File: src/rtl/frame_update_arbiter.sv
// Frame-synchronous update arbiter between game logic and the VGA renderer.
// On entry to vertical blanking it snapshots the game state word and grants the
// renderer's single bullet slot to one of four requesters, round-robin, so that
// renderer inputs only ever change during blanking.
//
// Ports:
//   clk, reset          system clock, asynchronous active-high reset
//   p_tick, x, y        pixel strobe and raster position from vga_sync
//   state_in            live game state word
//   src_valid/pos/color per-source bullet requests (4 sources, packed)
//   src_ack             one-hot, one-cycle grant acknowledge (driven in COMMIT)
//   state_out           frame-stable state word
//   bullet_pos/color    frame-stable bullet attributes of the last grant
//   is_render           bullet present this frame
//   grant_idx           index of the last granted source
//   frame_start         one-cycle pulse the clk after the first pixel of a frame
//   frame_cnt           frames since reset, wrapping
module frame_update_arbiter #(
    parameter int unsigned N_SRC    = 4,
    parameter int unsigned V_ACTIVE = 480,
    parameter int unsigned H_MAX    = 799
) (
    input  logic        clk,
    input  logic        reset,
    input  logic        p_tick,
    input  logic [9:0]  x,
    input  logic [9:0]  y,
    input  logic [31:0] state_in,
    input  logic [3:0]  src_valid,
    input  logic [63:0] src_pos,
    input  logic [7:0]  src_color,
    output logic [3:0]  src_ack,
    output logic [31:0] state_out,
    output logic [15:0] bullet_pos,
    output logic [1:0]  bullet_color,
    output logic        is_render,
    output logic [1:0]  grant_idx,
    output logic        frame_start,
    output logic [7:0]  frame_cnt
);

    typedef enum logic [1:0] {
        ST_ACTIVE = 2'd0,
        ST_GRANT  = 2'd1,
        ST_COMMIT = 2'd2,
        ST_BLANK  = 2'd3
    } state_t;

    state_t     state_q;
    state_t     state_d;
    logic [1:0] rr_ptr;
    logic [1:0] win_idx;
    logic       win_any;
    logic [1:0] srch_idx;
    logic [1:0] cand;
    logic       srch_any;
    logic       capture_en;
    logic       commit_en;
    logic       x_ok;
    logic       vb_trig;
    logic       fs_trig;

    // Raster events; x beyond the line length never qualifies as a trigger.
    assign x_ok    = (x <= 10'(H_MAX));
    assign vb_trig = p_tick && x_ok && (x == 10'd0) && (y == 10'(V_ACTIVE));
    assign fs_trig = p_tick && x_ok && (x == 10'd0) && (y == 10'd0);

    // Round-robin search from rr_ptr upward; descending loop lets the nearest hit win.
    always_comb begin
        srch_any = 1'b0;
        srch_idx = rr_ptr;
        cand     = rr_ptr;
        for (int k = int'(N_SRC) - 1; k >= 0; k--) begin
            cand = rr_ptr + 2'(k);
            if (src_valid[cand]) begin
                srch_any = 1'b1;
                srch_idx = cand;
            end
        end
    end

    // State register.
    always_ff @(posedge clk or posedge reset) begin
        if (reset) begin
            state_q <= ST_ACTIVE;
        end else begin
            state_q <= state_d;
        end
    end

    // Next-state logic; vb_trig outside ACTIVE is ignored so a frame commits once.
    always_comb begin
        state_d = state_q;
        case (state_q)
            ST_ACTIVE: if (vb_trig) state_d = ST_GRANT;
            ST_GRANT:  state_d = ST_COMMIT;
            ST_COMMIT: state_d = ST_BLANK;
            ST_BLANK:  if (fs_trig) state_d = ST_ACTIVE;
            default:   state_d = ST_ACTIVE;
        endcase
    end

    // Output decode: datapath enables and the COMMIT-only acknowledge.
    always_comb begin
        src_ack    = 4'b0000;
        capture_en = 1'b0;
        commit_en  = 1'b0;
        case (state_q)
            ST_GRANT:  capture_en = 1'b1;
            ST_COMMIT: begin
                commit_en = 1'b1;
                if (win_any) src_ack[win_idx] = 1'b1;
            end
            default: ;
        endcase
    end

    // Frame-stable renderer registers, arbitration state and frame pacing.
    always_ff @(posedge clk or posedge reset) begin
        if (reset) begin
            state_out    <= 32'd0;
            bullet_pos   <= 16'd0;
            bullet_color <= 2'd0;
            is_render    <= 1'b0;
            grant_idx    <= 2'd0;
            rr_ptr       <= 2'd0;
            win_idx      <= 2'd0;
            win_any      <= 1'b0;
            frame_start  <= 1'b0;
            frame_cnt    <= 8'd0;
        end else begin
            frame_start <= fs_trig;
            if (fs_trig) frame_cnt <= frame_cnt + 8'd1;

            if (capture_en) begin
                state_out <= state_in;
                win_idx   <= srch_idx;
                win_any   <= srch_any;
            end

            // Position/colour are taken now, one cycle after valid was sampled.
            if (commit_en) begin
                if (win_any) begin
                    bullet_pos   <= src_pos[{win_idx, 4'b0000} +: 16];
                    bullet_color <= src_color[{win_idx, 1'b0} +: 2];
                    is_render    <= 1'b1;
                    grant_idx    <= win_idx;
                    rr_ptr       <= win_idx + 2'd1;
                end else begin
                    is_render <= 1'b0;
                end
            end
        end
    end

endmodule

File: config.mk
export PLATFORM = sky130hd
export DESIGN_NAME = frame_update_arbiter
export DESIGN_NICKNAME = d
export VERILOG_FILES = /design/src/rtl/frame_update_arbiter.sv
export SDC_FILE = /design/constraint.sdc
export NUM_CORES = 1
export LEC_CHECK = 0
export ABC_AREA = 0
export CAP_MARGIN = 5
export CORE_ASPECT_RATIO = 1.75
export CORE_MARGIN = 2
export CORE_UTILIZATION = 38
export DETAILED_ROUTE_END_ITERATION = 10
export GPL_TIMING_DRIVEN = 0
export PLACE_DENSITY = 0.89
export RECOVER_POWER = 25
export SYNTH_ARGS = -nofsm -noshare
export SYNTH_HDL_FRONTEND = slang
export SYNTH_SLANG_ARGS = --single-unit
File: constraint.sdc
create_clock -name clk -period 2.8 [get_ports clk]
set_input_delay 0.42 -clock clk [delete_from_list [all_inputs] [get_ports clk]]
set_output_delay 0.42 -clock clk [all_outputs]
set_load 0.02 [all_outputs]
==> metrics.txt, run 1 <==
Worst setup SP type=flip-flop; Worst-path clk slew=0.05 ns; Yosys warnings=0; Switching Power=1.99 mW; Die Width=74.7 um; initial core utilization=0.386; Slew HR=0.0603; register area share after synthesis=0.519; final instance area=5750 um2; DP HPWL=7020 um; Syn Inst Count=233; DRT iter0 DRCs=78; WP data required=2.38 ns; Max Buffers Root-to-Sink=2; IO Pins=197; Clk network pwr share=0.194; sw frac=0.339; clock root cell=clkbuf_16; total grt overflow=0; Area Growth Syn to Fin=72.7%; mapped cell area=3330 um2; vias in the first global route=3032; Final Cycle Share=0.900; Final min period=2.52 ns; core area=8610 um2; Hold Vio Cnt, Final=0; CP max FO=10; fin nets=581; drt total wl=8800 um; worst skew pair latency=0.32 ns; gp weighted congestion=0.777; unique cell type count in the Yosys netlist=31; Crit. End Element=output port; Max Clk Rate=397 MHz; Internal=3.89 mW; commonest non-fill, non-tap cell in the layout=clkdlybuf4s50_1; total track usage=0.192; layout cells sized above 1=0.209; peak per-stage delay on the critical path=0.54 ns; Cell Area, Placed=5440 um2; post-CTS setup buffer count=0; Crit-path slowest cell=clkdlybuf4s50_1; FF-to-FF setup slack=0.66 ns; # H-tree levels=3; drt drc=0; IO Port Bufs=196; Crit path max-delay family=buffers and inverters; max-slew violations=0; Buf+Inv Stages, Crit Path=3; Routed Antenna Nets=0; CTS tree=done; wire per inst=15.7 um; Mapped Nets=374; top cell type's share of synthesized area=0.519; antenna diode instance count=0; CP arrival=2.10 ns; status=finished clean; RSZ-0062 raised after global routing=no; Worst Path Class, Setup=flip-flop to output port; max cap viols=0; Worst VDD drop=509 uV; first-pass GRT wire length=14000 um; PD cells=1020 nW/um2; total CTS buffers=9; drt pass-1 iters=4; initial antenna violation count=0; pin count of the biggest net entering global routing=70; Seq pwr share=0.289; crit-path cells=buf_2 -> inv_1 -> ha_1 -> and3_1 -> clkdlybuf4s50_1; final setup TNS=0 ns; Finished Core Util=0.667; Leak=2.36 nW; Comb power frac=0.517; Min-Delay Path Class=flip-flop to flip-flop; row count=45; cell type with the largest total area after synthesis=dfrtp_1; Sink Count=69; worst slew pin tran=1.41 ns; vias=2772; Clock Skew=0.00725 ns; die height=128 um; die area=9550 um2; vias per cell=4.94; Design Power=5.89 mW; flops & latches, synth=69; most frequent cells in the layout=clkdlybuf4s50_1 (195), dfrtp_1 (69), mux2_2 (52); Mean Syn Cell Area=14.3 um2; Synth area leaders=dfrtp_1 (52%), mux2_2 (18%), mux4_2 (12%); Final setup viols=0
## flip-flops by register name, indices dropped and copies added, names as in the netlist
signal,flops
frame_start,1
state_out,32
win_any,1
win_idx,2
bullet_color,2
is_render,1
state_q,2
bullet_pos,16
rr_ptr,2
grant_idx,2
frame_cnt,8
## synth_stat cells (all sizes together)
library cell,instances
dfrtp,69
mux2,53
mux4,18
inv,12
ha,10
nor2,8
o21ai,8
clkbuf,7
nand2,7
xnor2,6
and3,5
nand4,4
nor4,4
buf,3
nand3,3
o22ai,3
and4,2
nor3,2
a21oi,1
a222oi,1
a31oi,1
mux2i,1
nor4b,1
o31ai,1
or3,1
or4,1
xor2,1
## metal layers
metal	global-route usage	vias to the layer above	part of all wire
li1	-	1280	-
met1	0.194	1349	0.34
met2	0.365	128	0.59
met3	0.0425	15	0.052
met4	0.0767	0	0.016
met5	0	-	0
## cells by family (layout without fill, tap and decap cells)
kind of cell             count (synthesis)  after routing  synth area share
multiplexers                            72             72             0.305
flip-flops                              69             69             0.519
AND/OR/NAND/NOR                         38             38            0.0666
buffers and inverters                   22            233            0.0256
AO/OA/AOI/OAI                           15             15            0.0275
adder cells (fa/ha/maj)                 10             10            0.0376
XOR/XNOR                                 7              7            0.0184
## worst paths after layout
kind | startpoint | end | cells past startpoint
worst max-delay path | win_idx[0] | src_ack[0] | 5
worst min register to register | frame_cnt[7] | frame_cnt[7] | 1
max in group asynchronous | reset | bullet_pos[7] | 2
worst max register to register | state_q[1] | state_out[21] | 5
worst min-delay path | frame_cnt[7] | frame_cnt[7] | 1
min in group asynchronous | reset | frame_cnt[6] | 2
## timing repair
action | in CTS | in global routing
resized for setup | 0 | 2
hold buffers | 0 | 0
setup endpoints to repair | 0 | 2
## final cells by class
class	count	area (um2)
Timing Repair Buffer	196	1960
Inverter	12	45.0
Tap cell	117	146
Clock buffer	12	267
Buffer	10	41.3
Clock inverter	3	43.8
Fill cell	646	2870
Multi-Input combinational cell	142	1520
Sequential cell	69	1730
## power groups by stage
| stage | logic [mW] | registers [mW] | clock network (mW) |
|---|---|---|---|
| after global routing | 3.28 | 1.76 | 1.21 |
| final | 3.04 | 1.70 | 1.14 |
| after CTS | 3.09 | 1.71 | 1.18 |
| after global placement | 3.00 | 1.69 | 0 |
| after detailed placement | 3.08 | 1.72 | 0 |
| after floorplan | 1.29 | 2.18 | 0 |
## per-stage QoR
stage               worst slack, ns  hold WS, ns  cells
floorplan                     0.640        0.494    233
global placement             -0.528        0.462    546
detailed placement            0.262        0.473    546
CTS                          0.0441        0.485    561
global route                  0.102        0.508    561
finish                        0.280        0.480    561
Power figures use the tool's default switching activity.
==> run 2, diff against run 1 <==
--- a/config.mk
+++ b/config.mk
@@ -14,6 +14,7 @@
 export GPL_TIMING_DRIVEN = 0
 export PLACE_DENSITY = 0.89
 export RECOVER_POWER = 25
+export SLEW_MARGIN = 20
 export SYNTH_ARGS = -nofsm -noshare
 export SYNTH_HDL_FRONTEND = slang
 export SYNTH_SLANG_ARGS = --single-unit
==> constraint.sdc (replaced) <==
create_clock -name clk -period 2.71 [get_ports clk]
set_input_delay 0.4065 -clock clk [delete_from_list [all_inputs] [get_ports clk]]
set_output_delay 0.4065 -clock clk [all_outputs]
set_load 0.02 [all_outputs]
==> run 2 against run 1 <==
Against the previous run: final area up 1.2%; routed wire length up 0.81%; setup slack worse by 0.094 ns; cell count up 0.36%; combinational power up 3%; critical path depth unchanged; critical endpoint unchanged.
==> metrics.txt, run 2 (synthesis gave the netlist of run 1 again) <==
FF-to-FF setup slack=0.55 ns; RSZ-0062 raised after global routing=no; total grt overflow=0; drt pass-1 iters=4; max cap viols=0; commonest non-fill, non-tap cell in the layout=clkdlybuf4s50_1; peak per-stage delay on the critical path=0.54 ns; most frequent cells in the layout=clkdlybuf4s50_1 (195), dfrtp_1 (69), mux2_2 (52); drt drc=0; Largest regs=state_out x32, bullet_pos x16, frame_cnt x8; layout cells sized above 1=0.213; final setup TNS=0 ns; Non-Filler Instances=563; # H-tree levels=3; Worst VDD drop=570 uV; Sink Count=69; Worst Path Class, Setup=flip-flop to output port; cts hold-fix bufs=0; worst skew pair latency=0.33 ns; Internal=4.24 mW; total CTS buffers=9; IO Port Bufs=196; Max Buffers Root-to-Sink=2; clock root cell=clkbuf_16; Area Growth Syn to Fin=74.7%; Crit. End Element=output port; Worst setup SP type=flip-flop; die height=128 um; Clk network pwr share=0.225; vias in the first global route=3055; Worst-path clk slew=0.05 ns; Slew HR=0.0617; drt total wl=8870 um; Most Crowded Layer GR=met2; Buf+Inv Stages, Crit Path=3; Routed Antenna Nets=0; core area=8610 um2; gp weighted congestion=0.777; Final min period=2.52 ns; Final setup viols=0; DP HPWL=7140 um; initial core utilization=0.386; Switching Power=2.09 mW; CP max FO=10; Min-Delay Path Class=flip-flop to flip-flop; Clock Skew=0.00981 ns; wire per inst=15.8 um; max reg flops=32; Comb power frac=0.497; Max Clk Rate=396 MHz; WP data required=2.30 ns; Seq pwr share=0.278; PD cells=1090 nW/um2; IO Pins=197; vias=2793; met1 Usage GRT=0.196; Design Power=6.33 mW; DRT iter0 DRCs=70; initial antenna violation count=0; Placed Cells=547; CTS tree=done; Final Cycle Share=0.932; crit-path cells=buf_2 -> inv_1 -> ha_1 -> and3_1 -> clkdlybuf4s50_1; fin nets=582; Reg with most FFs=state_out; M3 GR Usage=0.0495; Die Width=74.7 um; max-slew violations=0; total track usage=0.197; row count=45; sw frac=0.330; Hold Vio Cnt, Final=0; antenna diode instance count=0; first-pass GRT wire length=14200 um; pin count of the biggest net entering global routing=40; Crit-path slowest cell=clkdlybuf4s50_1; status=finished clean; worst slew pin tran=1.40 ns; Crit path max-delay family=buffers and inverters; Leak=2.38 nW; vias per cell=4.96; die area=9550 um2; M2 GR Usage=0.370; hold slack final=0.482 ns; CP arrival=2.12 ns
[run 2: cell types whose count changed in the layout (fill, tap and decap cells not counted), sizes merged]
cell,previous run,this run
bufinv,1,4
clkbuf,19,16
clkinvlp,0,2
buf,3,4
clkinv,2,1
[run 2: final timing paths]
path                               from  depth (start not counted)             end
hold / removal             grant_idx[1]                          2    grant_idx[1]
setup reg to reg             state_q[1]                          5    state_out[2]
max in group asynchronous         reset                          3   state_out[31]
min in group asynchronous         reset                          2  bullet_pos[12]
setup / recovery             win_idx[0]                          5      src_ack[0]
hold reg to reg            grant_idx[1]                          2    grant_idx[1]
[run 2: repair_timing]
item                                    CTS  global route
buffers inserted                          0             0
resized for setup                         1             0
endpoints found under the setup margin    2             0
[run 2: worst reg2reg max path, delay by kind of cell, from the launching register on]
| family | cells | cell delay, ns |
|---|---|---|
| adders and majority gates | 1 | 0.20 |
| buffers and inverters | 3 | 1.05 |
| DFF | 1 | 0.41 |
| muxes | 1 | 0.40 |
[run 2: through the flow]
step	util	worst slack [ns]	cell area [um2]
6_report	0.675	0.186	5810
5_1_grt	0.675	0.0239	5810
4_1_cts	0.677	0.133	5830
3_5_place_dp	0.634	0.198	5460
3_3_place_gp	0.631	-0.604	5440
2_1_floorplan	-	0.564	3330
[run 2: cell type report]
type / instances / area, um2
clock inverters: 7 / 145
flip-flops and latches: 69 / 1730
inverters: 12 / 46.3
well taps: 117 / 146
fillers: 661 / 2800
plain buffers: 10 / 41.3
repair buffers: 197 / 1970
clock buffers: 9 / 225
multi-input cells: 142 / 1520
[run 2: metal layers]
| metal | up-vias | routed length [um] |
|---|---|---|
| met4 | 0 | 150 |
| li1 | 1280 | - |
| met3 | 14 | 516 |
| met1 | 1366 | 2930 |
| met2 | 133 | 5280 |
| met5 | - | 0 |
[run 2: power by group through the flow]
stage	Clock, mW	Combinational, mW	Sequential [mW]
final	1.42	3.14	1.76
after global routing	1.50	3.40	1.82
after CTS	1.46	3.20	1.76
after detailed placement	0	3.19	1.78
after global placement	0	3.10	1.74
after floorplan	0	1.33	2.26
